File: src/rtl/poly_note_player.sv
// Polyphonic note player: allocates loads to free voices, times each note on the beat,
// and mixes per-voice samples into a saturated stereo pair per codec request.
//   state | meaning
//   IDLE  | free, allocatable
//   LOAD  | note captured, phase increment lookup in flight
//   PLAY  | counting beats, answers sample requests
//   PAUSE | play_enable low, count frozen
module poly_note_player #(
    parameter int NUM_VOICES = 4,
    parameter int NOTE_W     = 6,
    parameter int DUR_W      = 6,
    parameter int SAMPLE_W   = 16,
    parameter int GAIN_SHIFT = 2
) (
    input  logic                       clk,
    input  logic                       reset,
    input  logic                       play_enable,
    input  logic                       load_new_note,
    input  logic [NOTE_W-1:0]          note_to_load,
    input  logic [DUR_W-1:0]           duration_to_load,
    input  logic [1:0]                 stereo_side_to_load,
    output logic                       load_accepted,
    output logic                       load_rejected,
    output logic [NUM_VOICES-1:0]      voices_busy,
    output logic [NUM_VOICES-1:0]      done_mask,
    input  logic                       beat,
    input  logic                       generate_next_sample,
    output logic signed [SAMPLE_W-1:0] sample_left,
    output logic signed [SAMPLE_W-1:0] sample_right,
    output logic                       new_sample_ready
);
    localparam int PHASE_W = 16;
    localparam int SUM_W   = SAMPLE_W + $clog2(NUM_VOICES) + 1;
    localparam logic signed [SUM_W-1:0]    SAT_MAX = SUM_W'((2 ** (SAMPLE_W - 1)) - 1);
    localparam logic signed [SUM_W-1:0]    SAT_MIN = ~SAT_MAX;
    localparam logic signed [SAMPLE_W-1:0] WAVE_HI = {1'b0, {(SAMPLE_W-1){1'b1}}};
    localparam logic signed [SAMPLE_W-1:0] WAVE_LO = {1'b1, {(SAMPLE_W-1){1'b0}}};

    typedef enum logic [1:0] {IDLE, LOAD, PLAY, PAUSE} voice_state_t;

    voice_state_t               state      [NUM_VOICES];
    voice_state_t               state_next [NUM_VOICES];
    logic [DUR_W-1:0]           count      [NUM_VOICES];
    logic [DUR_W-1:0]           count_next [NUM_VOICES];
    logic [NOTE_W-1:0]          note       [NUM_VOICES];
    logic [1:0]                 stereo     [NUM_VOICES];
    logic [PHASE_W-1:0]         step       [NUM_VOICES];
    logic [PHASE_W-1:0]         phase      [NUM_VOICES];
    logic [PHASE_W-1:0]         phase_adv  [NUM_VOICES];
    logic signed [SAMPLE_W-1:0] wave       [NUM_VOICES];
    logic signed [SAMPLE_W-1:0] latched    [NUM_VOICES];

    logic [NUM_VOICES-1:0] idle_mask, play_mask, left_sel, right_sel, alloc_mask, capture;
    logic [NUM_VOICES-1:0] done_next, gen_voice, wave_ready, pending, mix_left, mix_right;
    logic                  load_ok, req_ok, mix_active;
    logic signed [SUM_W-1:0] left_sum, right_sum;

    function automatic logic signed [SAMPLE_W-1:0] saturate(input logic signed [SUM_W-1:0] v);
        logic signed [SUM_W-1:0] c;
        c = v;
        if (v > SAT_MAX) c = SAT_MAX;
        else if (v < SAT_MIN) c = SAT_MIN;
        return c[SAMPLE_W-1:0];
    endfunction

    always_comb begin
        for (int i = 0; i < NUM_VOICES; i++) begin
            idle_mask[i] = (state[i] == IDLE);
            play_mask[i] = (state[i] == PLAY);
            left_sel[i]  = stereo[i][1];
            right_sel[i] = stereo[i][0];
            phase_adv[i] = phase[i] + step[i];
        end
    end

    // lowest set bit of the idle mask picks the voice
    assign alloc_mask    = idle_mask & (~idle_mask + NUM_VOICES'(1));
    assign load_ok       = load_new_note && !reset && (duration_to_load != '0) && (idle_mask != '0);
    assign capture       = load_ok ? alloc_mask : '0;
    assign load_accepted = load_ok;
    assign load_rejected = load_new_note && !reset && !load_ok;
    assign voices_busy   = ~idle_mask;
    assign req_ok        = generate_next_sample && !reset && !mix_active;
    assign gen_voice     = req_ok ? play_mask : '0;

    always_comb begin
        for (int i = 0; i < NUM_VOICES; i++) begin
            state_next[i] = state[i];
            count_next[i] = count[i];
            done_next[i]  = 1'b0;
            case (state[i])
                IDLE: if (capture[i]) begin
                    state_next[i] = LOAD;
                    count_next[i] = duration_to_load - DUR_W'(1);
                end
                LOAD: state_next[i] = play_enable ? PLAY : PAUSE;
                PLAY: begin
                    if (!play_enable) begin
                        state_next[i] = PAUSE;
                    end else if (beat) begin
                        if (count[i] == '0) begin
                            state_next[i] = IDLE;
                            done_next[i]  = 1'b1;
                        end else begin
                            count_next[i] = count[i] - DUR_W'(1);
                        end
                    end
                end
                PAUSE: if (play_enable) state_next[i] = PLAY;
                default: state_next[i] = IDLE;
            endcase
        end
    end

    always_ff @(posedge clk) begin
        if (reset) begin
            for (int i = 0; i < NUM_VOICES; i++) begin
                state[i]  <= IDLE;
                count[i]  <= '0;
                note[i]   <= '0;
                stereo[i] <= '0;
            end
            done_mask <= '0;
        end else begin
            for (int i = 0; i < NUM_VOICES; i++) begin
                state[i] <= state_next[i];
                count[i] <= count_next[i];
                if (capture[i]) begin
                    note[i]   <= note_to_load;
                    stereo[i] <= stereo_side_to_load;
                end
            end
            done_mask <= done_next;
        end
    end

    // Per-voice frequency ROM (registered, 1 cycle) and sine reader (1 cycle latency).
    // The reader is a full-scale square wave from the phase MSB.
    always_ff @(posedge clk) begin
        if (reset) begin
            for (int i = 0; i < NUM_VOICES; i++) begin
                step[i]  <= '0;
                phase[i] <= '0;
                wave[i]  <= '0;
            end
            wave_ready <= '0;
        end else begin
            wave_ready <= gen_voice;
            for (int i = 0; i < NUM_VOICES; i++) begin
                step[i] <= PHASE_W'(note[i]) << (PHASE_W - NOTE_W);
                if (capture[i]) begin
                    phase[i] <= '0;
                end else if (gen_voice[i]) begin
                    phase[i] <= phase_adv[i];
                    wave[i]  <= phase_adv[i][PHASE_W-1] ? WAVE_LO : WAVE_HI;
                end
            end
        end
    end

    always_comb begin
        left_sum  = '0;
        right_sum = '0;
        for (int i = 0; i < NUM_VOICES; i++) begin
            if (mix_left[i])  left_sum  = left_sum  + SUM_W'(latched[i]);
            if (mix_right[i]) right_sum = right_sum + SUM_W'(latched[i]);
        end
    end

    // Channel masks are captured at request time so a voice reloaded mid-mix cannot leak in.
    always_ff @(posedge clk) begin
        if (reset) begin
            for (int i = 0; i < NUM_VOICES; i++) latched[i] <= '0;
            pending          <= '0;
            mix_active       <= 1'b0;
            mix_left         <= '0;
            mix_right        <= '0;
            sample_left      <= '0;
            sample_right     <= '0;
            new_sample_ready <= 1'b0;
        end else begin
            new_sample_ready <= 1'b0;
            for (int i = 0; i < NUM_VOICES; i++) begin
                if (wave_ready[i]) latched[i] <= wave[i];
            end
            pending <= (pending & ~wave_ready) | gen_voice;
            if (req_ok) begin
                mix_active <= 1'b1;
                mix_left   <= play_mask & left_sel;
                mix_right  <= play_mask & right_sel;
            end else if (mix_active && pending == '0) begin
                mix_active       <= 1'b0;
                sample_left      <= saturate(left_sum >>> GAIN_SHIFT);
                sample_right     <= saturate(right_sum >>> GAIN_SHIFT);
                new_sample_ready <= 1'b1;
            end
        end
    end
endmodule

File: config.mk
export PLATFORM = sky130hd
export DESIGN_NAME = poly_note_player
export DESIGN_NICKNAME = d
export VERILOG_FILES = /design/src/rtl/poly_note_player.sv
export SDC_FILE = /design/constraint.sdc
export NUM_CORES = 1
export LEC_CHECK = 0
export CORE_MARGIN = 1.5
export CORE_UTILIZATION = 40
export DETAILED_ROUTE_END_ITERATION = 8
export GPL_ROUTABILITY_DRIVEN = 0
export PLACE_DENSITY_LB_ADDON = 0.2
export SYNTH_ARGS = -nofsm -noshare
export SYNTH_HDL_FRONTEND = slang
export SYNTH_SLANG_ARGS = --single-unit
File: constraint.sdc
create_clock -name clk -period 6.22 [get_ports clk]
set_input_delay 0.933 -clock clk [delete_from_list [all_inputs] [get_ports clk]]
set_output_delay 0.933 -clock clk [all_outputs]
set_load 0.02 [all_outputs]
# Word-level counts from Yosys, hierarchy flattened
# Memory sizes are Yosys's and may differ from the RTL's.
# Index checks and enable logic that the tools add are counted.
[totals]
reg_bits = 54
latchBits = 0
ram_bits = 280
romBits = 0
inputBits = 20
out_inout_bits = 43
wordCells = 279
n_memories = 8
[op_classes]
n_addsub = 16
mul = 0
div = 0
n_lt_le_gt_ge = 4
n_eq_ne = 12
shifts = 0
muxes = 149
bitwise = 50
n_reduce_logical = 28
[mem_list]
columns = ["memory", "words", "word_bits", "read_ports", "rd_clocked_by_memory_dff", "write_ports", "line_no", "rtl"]
rows = [
  ["latched", 4, 16, 4, 0, 4, "51", "logic signed [SAMPLE_W-1:0] latched [NUM_VOICES];"],
  ["phase", 4, 16, 4, 0, 4, "48", "logic [PHASE_W-1:0] phase [NUM_VOICES];"],
  ["wave", 4, 16, 4, 0, 4, "50", "logic signed [SAMPLE_W-1:0] wave [NUM_VOICES];"],
  ["count", 4, 6, 4, 0, 4, "43", "logic [DUR_W-1:0] count [NUM_VOICES];"],
  ["note", 4, 6, 4, 0, 4, "45", "logic [NOTE_W-1:0] note [NUM_VOICES];"],
  ["step", 4, 6, 4, 0, 4, "47", "logic [PHASE_W-1:0] step [NUM_VOICES];"],
  ["+2 memories", "--", "--", "--", "--", "--", "--", ""],
]
[op_table]
columns = ["operator", "n"]
rows = [
  ["16-bit 2-to-1 mux", 24],
  ["6-bit 2-to-1 mux", 28],
  ["19-bit 2-to-1 mux", 8],
  ["19-bit by 16-bit adder with 19-bit output", 6],
  ["16-bit adder", 4],
  ["2-bit 2-to-1 mux", 28],
  ["1-bit 2-to-1 mux", 51],
  ["6-bit one-hot mux with 2 select lines", 4],
  ["1-bit bitwise OR", 36],
  ["17-bit by 16-bit > comparator with 1-bit output (second input constant)", 2],
  ["17-bit by 16-bit less-than comparator with 1-bit output (second input constant)", 2],
  ["2-bit one-hot mux with 4 select lines", 4],
  ["6-bit by 1-bit subtractor with 6-bit output (second input constant)", 5],
  ["6-bit logical NOT", 4],
  ["4-bit bitwise AND", 4],
  ["2-bit == test (second input constant)", 8],
  ["4-bit OR reduction", 4],
  ["2-bit by 1-bit == test with 1-bit output (second input constant)", 4],
  ["2-bit logical NOT", 4],
  ["4-bit 2-to-1 mux", 2],
  ["4-bit inverter", 2],
  ["1-bit logical AND", 7],
  ["1-bit inverter", 7],
  ["6-bit nonzero test", 1],
  ["other kinds (8)", 10],
]

# Longest topological paths before layout
# An unclocked memory read counts as a cell.
[logic_depth]
depth_word = 11
ltp_mapped = 27
ltp_nobuf = 25

# Least setup slack after synthesis
# Ideal clock, no wire load.
[synth_path]
path_kind = "reg2reg"
startpoint = "mem latched[0][14]"
endpoint = "reg sample_left[14]"
setup_time_ns = 0.091
arrival_time_ns = 5.623
t_required_ns = 6.129
setup_slack_ns = 0.506
path_stages_with_launch = 25
path_buffers = 2
period_less_slack_ns = 5.714
cell_sequence = "edfxtp_1 -> nand2_1 -> ha_1 -> o21ai_0 -> fa_1 -> inv_1 -> fa_1 -> inv_1 -> fa_1 -> o21ai_0 -> nand2b_1 -> a21oi_1 -> xnor2_1 -> mux2_2 -> ha_1 -> clkbuf_1 -> nand4_1 -> nand3_1 -> mux2i_1 -> a21o_1 -> nor3b_2 -> xnor2_2 -> or2_1 -> buf_4 -> a311oi_1"
[synth_rtl]
columns = ["element", "line_no", "rtl"]
rows = [
  ["start: declaration", "51", ""],
  ["end signal: assignment", "193", "sample_left <= saturate(left_sum >>> GAIN_SHIFT);"],
  ["end: declaration", "28", "output logic signed [SAMPLE_W-1:0] sample_left,"],
]

==> key figures <==
Run status
  – Result of the run: finished, final reports clean

Worst setup path
  – Worst path cell trace: nand2_1 -> ha_1 -> nand2_1 -> nand2_1 -> ha_1 -> fa_1 -> inv_1 -> fa_1 -> inv_1 -> ha_1 -> or4b_2 -> a31oi_1 -> ha_1 -> a21oi_1 -> nor2b_1 -> o21ai_0 -> nand2b_1 -> a21o_1 -> a221oi_4 -> nand2_2 -> a211o_1 -> a21oi_1
  – Cell with the largest stage delay on the worst path: sky130_fd_sc_hd__a221oi_4
  – Maximum cell stage delay along the critical path: 0.73 ns
  – Setup CP Type: flop to flop
  – Required time at the endpoint of the critical path: 6.60 ns
  – WP buf/inv: 2
  – Startpoint Class: flop
  – Largest fanout on the critical path: 14
  – Data arrival time at the worst-slack endpoint: a little over 6 ns
  – Delay-heaviest family, CP: compound AO/OA/AOI/OAI gates
  – Most used cell along the critical path: sky130_fd_sc_hd__ha_1
  – Endpoint class of the critical path: flop

Clocking
  – Post-CTS setup-driven buffer insertion count: 0
  – CTS buffer count: 17
  – CTS H-Tree Depth: 4
  – TritonCTS clock tree: built
  – Later-pin clock latency in the skew report: ~0.45 ns
  – Sink Count: about 180
  – Worst-path clk slew: approximately 0.090 ns
  – Longest Clk Path Bufs: 2
  – Cell chosen for the clock root: sky130_fd_sc_hd__clkbuf_16

GRT
  – Global routing usage on met2: 0.3136
  – Global-route wire length before repair: roughly 47000 um
  – GR Layer Usage met3: 0.01864
  – Number of global-route vias before repair: approximately 9000
  – Most Crowded Layer GR: met2
  – Pin count of the biggest net entering global routing: 76
  – Grt ovf: 0
  – Met1 Track Usage GR: 0.2534
  – GRT Util Overall: 0.1856
  – Antenna violations before repair: 0

Die
  – Chip Width: 177.5 um
  – Vertical extent of the die: roughly 180 um
  – Core Footprint: approximately 30000 um^2
  – Boundary pin count: between 60 and 70
  – Starting utilization of the core area: 0.4086
  – Area of the die: ~31000 um^2
  – Row count: between 60 and 70

Logic synthesis
  – Synthesized netlist cell count: about 1300
  – Mapped Avg Cell Area: between 9 and 10 um^2
  – Number of nets in the synthesized netlist: 1476
  – Yosys Warn Count: 0
  – Most instantiated library cell after synthesis: sky130_fd_sc_hd__dfxtp_1
  – Total of flip-flops plus latches after synthesis: roughly 180
  – Basic-gate share of the synthesized area counting and, or, nand and nor cells: 0.1894
  – Cell area after synthesis: 12180 um^2
  – Cell types with the largest area share after synthesis: sky130_fd_sc_hd__dfxtp_1, sky130_fd_sc_hd__edfxtp_1, sky130_fd_sc_hd__ha_1
  – Async set-or-reset flop fraction in the synthesized netlist: 0
  – Xor/xnor share of the synthesized area: 0.04737
  – Share of cell area taken by muxes after synthesis: 0.03648
  – Compound-cell area share of the yosys netlist: 0.1949
  – Commonest cells post-synth: sky130_fd_sc_hd__dfxtp_1, sky130_fd_sc_hd__nor2_1, sky130_fd_sc_hd__a21oi_1
  – Proportion of netlist area held by the largest area contributor: 0.2105
  – Number of flops mapped to enable cells by yosys: between 50 and 60
  – Register area share after synthesis: 0.3436
  – Post-synthesis share of cell area spent on full adders, half adders and majority gates: 0.1440
  – Top_reg_cell synth: sky130_fd_sc_hd__dfxtp_1
  – Combinational family with the most area after synthesis: compound AO/OA/AOI/OAI gates
  – Leading area contributor after synthesis: sky130_fd_sc_hd__dfxtp_1
  – Unique masters post-synth: 93

Run
  – Max-capacitance violation count: 0

STA
  – Worst setup skew after layout: 0.01603 ns
  – Pin slew with the least headroom to its limit: around 1.1 ns
  – Unrepaired setup endpoints after global routing: false
  – Number of failing hold endpoints at the final stage: 0
  – Highest Clock Rate: 173.6 MHz
  – Post-layout worst setup margin: about 0.46 ns
  – Relative slew slack: 0.2579
  – Max-slew violation count: 0
  – Total negative slack for setup checks: 0 ns
  – Share of the cycle needed by the critical path after routing: 0.9260
  – Number of setup violations in the final report: 0
  – Crit path time final: 5.760 ns

Routing
  – Drt drc: 0
  – Antenna Violating Nets Remaining: 0
  – First DRT Iteration DRCs: ~520
  – Via density: approximately 5.4
  – Number of vias after detailed routing: approximately 9600
  – Number of iterations in the first detailed-routing pass: 5
  – Drt total wl: between 20000 and 30000 um
  – Routed len/inst: 16.17 um

Layout
  – Share of layout cells above drive strength 1: 0.09914
  – Number of inserted filler cells in the final layout: about 2900
  – Nets@finish: 1517
  – Diode count: 0
  – Area growth syn-to-layout: 13.36%

Power and ir drop
  – Power density over the cells: 203.2 nW/um^2
  – Pint: a little under 2 mW
  – Clock Power Share: 0.416
  – Switching share of total power: 0.2967
  – Leakage power figure: ~5.9 nW
  – Max VDD drop: approximately 190 uV
  – Net load switching power: between 0.8 and 0.9 mW
  – Fraction of power consumed by sequential logic: 0.464
  – Portion of total power attributed to combinational logic: 0.120

Place
  – Number of buffer cells added on primary ports: between 60 and 70
  – Minimum setup slack after placement: about 0.46 ns
  – HPWL after detailed placement: 20960 um

Hold path
  – Min-delay worst type: flop to flop
==> power groups by stage <==
| stage | Sequential, mW | Combinational (mW) | Clock (mW) |
|---|---|---|---|
| 2_1_floorplan | 1.34 | 0.210 | 0 |
| 3_3_place_gp | 1.33 | 0.334 | 0 |
| 3_5_place_dp | 1.33 | 0.338 | 0 |
| 4_1_cts | 1.30 | 0.340 | 1.19 |
| 5_1_grt | 1.31 | 0.375 | 1.23 |
| 6_report | 1.30 | 0.337 | 1.17 |
==> placed cells by master, fill, tap and decap left out, types with 14 or more instances in the layout <==
cell type,instances
sky130_fd_sc_hd__dfxtp_1,128
sky130_fd_sc_hd__nor2_1,125
sky130_fd_sc_hd__a21oi_1,104
sky130_fd_sc_hd__nand2_1,98
sky130_fd_sc_hd__ha_1,98
sky130_fd_sc_hd__inv_1,72
sky130_fd_sc_hd__clkdlybuf4s50_1,61
sky130_fd_sc_hd__o21ai_0,59
sky130_fd_sc_hd__edfxtp_1,54
sky130_fd_sc_hd__xnor2_1,44
sky130_fd_sc_hd__nand3_1,35
sky130_fd_sc_hd__nor2b_1,33
sky130_fd_sc_hd__a21o_1,30
sky130_fd_sc_hd__a211oi_1,27
sky130_fd_sc_hd__mux2_2,27
sky130_fd_sc_hd__and2_1,24
sky130_fd_sc_hd__nor3_1,22
sky130_fd_sc_hd__xor2_1,20
sky130_fd_sc_hd__nand2b_1,19
sky130_fd_sc_hd__fa_1,19
sky130_fd_sc_hd__buf_4,19
sky130_fd_sc_hd__clkbuf_16,17
sky130_fd_sc_hd__a31oi_1,15
sky130_fd_sc_hd__mux2i_1,14
==> sequential cells by signal, summed over array words and instances, names as in the netlist <==
register          cells
wave_ready            4
pending               4
mix_active            1
sample_left          16
new_sample_ready      1
phase                24
sample_right         16
latched               8
state                 8
done_mask             4
count                24
step                 24
wave                  8
note                 24
mix_right             4
stereo                8
mix_left              4
==> layout make-up <==
class	instances	area (um^2)	area share
Clock buffer	17	425.4	0.03082
Clock inverter	15	214.0	0.01550
Inverter	72	270.3	0.01958
Multi-Input combinational cell	1026	7467	0.5410
Sequential cell	182	4184	0.3031
Tap cell	390	488.0	0.03535
Timing Repair Buffer	80	753.2	0.05457
==> kinds of logic after synthesis <==
| kind of cell | Yosys count |
|---|---|
| and+or+nand+nor | 445 |
| AOI/OAI and AO/OA | 345 |
| DFF | 182 |
| buffers and inverters | 130 |
| adders and majority gates | 130 |
| xor gates and xnor gates | 65 |
| muxes | 41 |
==> timing repair <==
item,CTS,global route
gates resized for setup,0,3
hold buffers,0,0
endpoints found under the setup margin,0,14
==> per-stage QoR <==
stage | cell area [um^2] | instances | util | hold slack, ns | power [mW]
after global routing | 13800 | 1782 | 0.4632 | 0.4726 | 2.910
after detailed placement | 13150 | 1750 | 0.4415 | 0.4389 | 1.666
after CTS | 13790 | 1782 | 0.4629 | 0.4636 | 2.827
after global placement | 13150 | 1750 | 0.4415 | 0.4335 | 1.661
after floorplan | 12180 | 1338 | - | 0.4285 | 1.549
final | 13800 | 1782 | 0.4632 | 0.4634 | 2.805
==> routing by layer <==
metal,wire [um],vias to the layer above,share of wire
met1,14080,4514,0.49
met3,800,26,0.028
met2,13570,182,0.47
li1,-,4853,-
met4,354,0,0.012
met5,0,-,0
==> path summary, 6_finish.rpt <==
kind | from | endpoint | slack, ns | cells after the start
worst min register to register | note[2][0] | step[2][0] | 0.46 | 1
worst max-delay path | latched[0][14] | sample_right[5] | 0.46 | 22
worst max register to register | latched[0][14] | sample_right[5] | 0.46 | 22
worst min-delay path | note[2][0] | step[2][0] | 0.46 | 1
No activity file was read; power rests on OpenSTA's default activity.
